`config.mk`:
```
export PLATFORM = sky130hd
export DESIGN_NAME = bin2bcd_seq
export DESIGN_NICKNAME = d
export VERILOG_FILES = /design/src/rtl/bin2bcd_seq.sv
export SDC_FILE = /design/constraint.sdc
export NUM_CORES = 1
export LEC_CHECK = 0
export BUFFER_PORTS_ARGS = -buffer_cell sky130_fd_sc_hd__clkbuf_2
export CORE_MARGIN = 4
export CORE_UTILIZATION = 30
export DETAILED_ROUTE_END_ITERATION = 8
export PLACE_DENSITY = 0.5
export SLEW_MARGIN = 25
export SYNTH_ARGS = -nofsm -noshare
export SYNTH_HDL_FRONTEND = slang
export SYNTH_SLANG_ARGS = --single-unit
```
`constraint.sdc`:
```
create_clock -name clk -period 2.2 [get_ports clk]
set_input_delay 0.33 -clock clk [delete_from_list [all_inputs] [get_ports clk]]
set_output_delay 0.33 -clock clk [all_outputs]
set_load 0.005 [all_outputs]
```
`src/rtl/bin2bcd_seq.sv`:
```
// Sequential 32-bit binary to 8-digit packed BCD converter (shift-add-3).
// Saturates to SAT_PATTERN when the input exceeds 99_999_999.
module bin2bcd_seq #(
    parameter logic [31:0] SAT_PATTERN = 32'h99999999
) (
    input  logic        clk,
    input  logic        resetn,
    input  logic        start,
    input  logic [31:0] bin,
    output logic        busy,
    output logic        done,
    output logic [31:0] bcd,
    output logic        overflow
);

    typedef enum logic {
        IDLE,
        CONV
    } state_t;

    state_t      state;
    state_t      state_next;
    logic [31:0] shreg;
    logic [31:0] shreg_next;
    logic [39:0] scratch;
    logic [39:0] scratch_next;
    logic [39:0] adjusted;
    logic [5:0]  count;
    logic        ovf_pend;
    logic        last;

    assign last = (count == 6'd31);

    // Ten scratch digits are needed so that values up to 2^32-1 convert without digit overflow.
    always_comb begin
        adjusted = scratch;
        for (int unsigned i = 0; i < 10; i++) begin
            if (scratch[4*i +: 4] >= 4'd5)
                adjusted[4*i +: 4] = scratch[4*i +: 4] + 4'd3;
        end
        {scratch_next, shreg_next} = {adjusted, shreg} << 1;
    end

    always_comb begin
        state_next = state;
        case (state)
            IDLE: if (start) state_next = CONV;
            CONV: if (last)  state_next = IDLE;
            default:         state_next = IDLE;
        endcase
    end

    always_ff @(posedge clk) begin
        if (!resetn) state <= IDLE;
        else         state <= state_next;
    end

    always_ff @(posedge clk) begin
        if (!resetn) begin
            shreg    <= '0;
            scratch  <= '0;
            count    <= '0;
            ovf_pend <= 1'b0;
            busy     <= 1'b0;
            done     <= 1'b0;
            bcd      <= '0;
            overflow <= 1'b0;
        end else begin
            done <= 1'b0;
            case (state)
                IDLE: begin
                    if (start) begin
                        shreg    <= bin;
                        scratch  <= '0;
                        count    <= '0;
                        ovf_pend <= (bin > 32'd99_999_999);
                        busy     <= 1'b1;
                    end
                end
                CONV: begin
                    scratch <= scratch_next;
                    shreg   <= shreg_next;
                    count   <= count + 6'd1;
                    // The final step's shifted result is published on the same edge.
                    if (last) begin
                        bcd      <= ovf_pend ? SAT_PATTERN : scratch_next[31:0];
                        overflow <= ovf_pend;
                        done     <= 1'b1;
                        busy     <= 1'b0;
                    end
                end
                default: busy <= 1'b0;
            endcase
        end
    end

endmodule

```
==> results.toml <==
[run_status]
status = "completed"

[clock_tree]
cts-buffers-inserted = 9
clkTransAtPathRegs_ns = 0.07
post_cts_resized = 0
cts_buffer_depth = 2
cts_tree = "done"
clock-root-buffer = "clkbuf_16"
clk_latency_ns = 0.36
cts_hold_buf = 0
cts_max_level = 3
post_cts_buffers = 0
cts_sinks = 107

[global_routing]
grt_max_degree = 44
antenna_found_initial = 0
grt_pass1_vias = 3836
grt_usage_pct = 13.3
grt-ovfl-total = 0
grt_pass1_wl_mm = 19.3

[synth]
ys_ff_latch = 107
synth_top_area_share_pct = 44.4
yosys_warnings = 0
synthCells = 543
syn-num-nets = 595
synth_enable_flop_cells = 0
synth_ff_type = "dfxtp_1"
synth.distinct_cells = 43
seq_area_frac_synth_pct = 44.4
async_flop_share_pct = 0
ys_top_cells_by_count = "dfxtp_1 (107), nor2_1 (75), a21oi_1 (68)"
synth_area_per_cell_um2 = 8.89
synth_area_leaders = "dfxtp_1 (44%), mux2i_1 (8.5%), a21oi_1 (7.0%)"
synth_area_um2 = 4830
synth_area_leader_cell = "dfxtp_1"
yosysMostFrequentCell = "dfxtp_1"

[timing]
fin_crit_sh_pct = 88.0
fmax_ghz = 0.517
maxSlewViolCount = 0
finalSetupTns_ns = 0
slew_headroom_pct = 67.1
rsz0062_at_grt = "no"
tightest_slew_ns = 0.482
finalHoldViolCount = 0
clock_skew_ns = 0.00773
setup_viol = 0
layout_min_cycle_time_ns = 1.93

[placed_design]
hpwl_mm = 8.24
portBuffers = 69
gp_congestion = 0.797
place_inst = 805

[die]
core_area_um2 = 15800
die_area_um2 = 18200
floorplan.initialDensity_pct = 30.5
num_rows = 46
die_y_um = 135
die_w_um = 135
io_pins = 70

[critical_path]
end_kind = "flip-flop"
worstSetupPathType = "flip-flop to flip-flop"
critPathLaunchType = "flip-flop"
cp_max_fo = 20
arrival_ns = 2.22
required_ns = 2.49

[flow_run]
maxCapViolations = 0

[pwr]
peakVddDrop_v = 0.000429
powerDensity_nw_per_um2 = 728
p_leak_nw = 2.40

[layout]
final_core_util_pct = 36.1
syn2layout_area_growth_pct = 18.3
layout.nets = 652
instances_no_fill = 821
nFillCells = 1624
drive_gt1_share_pct = 18.8
antenna_cells = 0

[detailed_routing]
post_drt_wl_per_cell_um = 14.2
drtAntennaViolNets = 0
drc = 0
via_per_inst = 4.83
detail_route.first_pass.iterations = 4
vias = 3967
wl_mm = 11.7
drt_iter0_drc = 182

[min_path]
hold_path.class = "primary input to flip-flop"
[layout make-up]
class,count,area [um^2],area share [%]
clock inverters,6,113,1.97
flip-flops and latches,107,2150,37.6
repair buffers,81,435,7.62
clock buffers,10,229,4.01
multi-input cells,383,2450,42.9
well taps,216,270,4.73
inverters,18,67.6,1.18
[per-stage QoR]
step / cell area [um^2] / worst slack [ns] / hold WS, ns / power [mW]
6_report: 5710 / 0.265 / 0.272 / 4.16
5_1_grt: 5710 / 0.0351 / 0.282 / 4.34
4_1_cts: 5710 / 0.244 / 0.254 / 4.24
3_5_place_dp: 5370 / 0.269 / 0.450 / 2.34
3_3_place_gp: 5370 / 0.347 / 0.446 / 2.34
2_1_floorplan: 4830 / 0.582 / 0.440 / 2.25
[worst paths after layout]
path | start | endpoint | slack [ns] | cells past startpoint
setup / recovery | count[0]$_SDFFE_PN0P_ | bcd[31]$_SDFFE_PN0P_ | 0.27 | 6
hold reg to reg | overflow$_SDFFE_PN0P_ | overflow$_SDFFE_PN0P_ | 0.46 | 2
hold / removal | bin[0] | shreg[0]$_SDFFE_PN0P_ | 0.27 | 3
setup reg to reg | count[0]$_SDFFE_PN0P_ | bcd[31]$_SDFFE_PN0P_ | 0.27 | 6
[registers in the layout, summed over array words and instances (netlist names)]
register  flops
bcd          32
state         1
done          1
shreg        32
ovf_pend      1
count         6
busy          1
overflow      1
scratch      32
[cells in the final DEF, fill, tap and decap left out, drive strengths merged, types with 3 or more instances in the layout]
| cell | Yosys | final |
|---|---|---|
| a21oi | 68 | 68 |
| a22o | 16 | 16 |
| a31o | 9 | 9 |
| a31oi | 7 | 7 |
| a32o | 7 | 7 |
| and2 | 3 | 3 |
| and4 | 3 | 3 |
| buf | 19 | 12 |
| bufinv | 0 | 3 |
| clkbuf | 16 | 79 |
| dfxtp | 107 | 107 |
| ha | 17 | 17 |
| inv | 18 | 19 |
| mux2i | 41 | 41 |
| nand2 | 19 | 19 |
| nand2b | 12 | 12 |
| nor2 | 77 | 77 |
| nor3 | 20 | 20 |
| nor3b | 17 | 17 |
| o21ai | 39 | 39 |
| or3 | 3 | 3 |
| xnor2 | 8 | 8 |
[critical path: stages, from the launching register on]
cell	delay (ns)
dfxtp_1	0.41
ha_1	0.23
and4_4	0.27
and3b_1	0.41
buf_4	0.29
o21ai_0	0.11
a31oi_1	0.14
[cells by family after synthesis]
kind of cell | count (synthesis) | share of synthesized area (%)
AOI/OAI and AO/OA | 153 | 19.3
xor gates and xnor gates | 8 | 1.45
adders and majority gates | 17 | 4.41
buffers and inverters | 53 | 4.82
DFF | 107 | 44.4
muxes | 41 | 8.50
and+or+nand+nor | 164 | 17.2
[where the power goes]
part	switching, mW	internal [mW]	total, mW
clock	0.747	1.12	1.86
combinational	0.173	0.110	0.283
sequential	0.0366	1.98	2.01
[metal layers]
metal | track usage [%] | wire length (um)
met1 | 17.4 | 5700
met2 | 21.0 | 5270
met3 | 3.80 | 567
met4 | 4.58 | 155
met5 | 0 | 0
No activity file was read; power rests on OpenSTA's default activity.
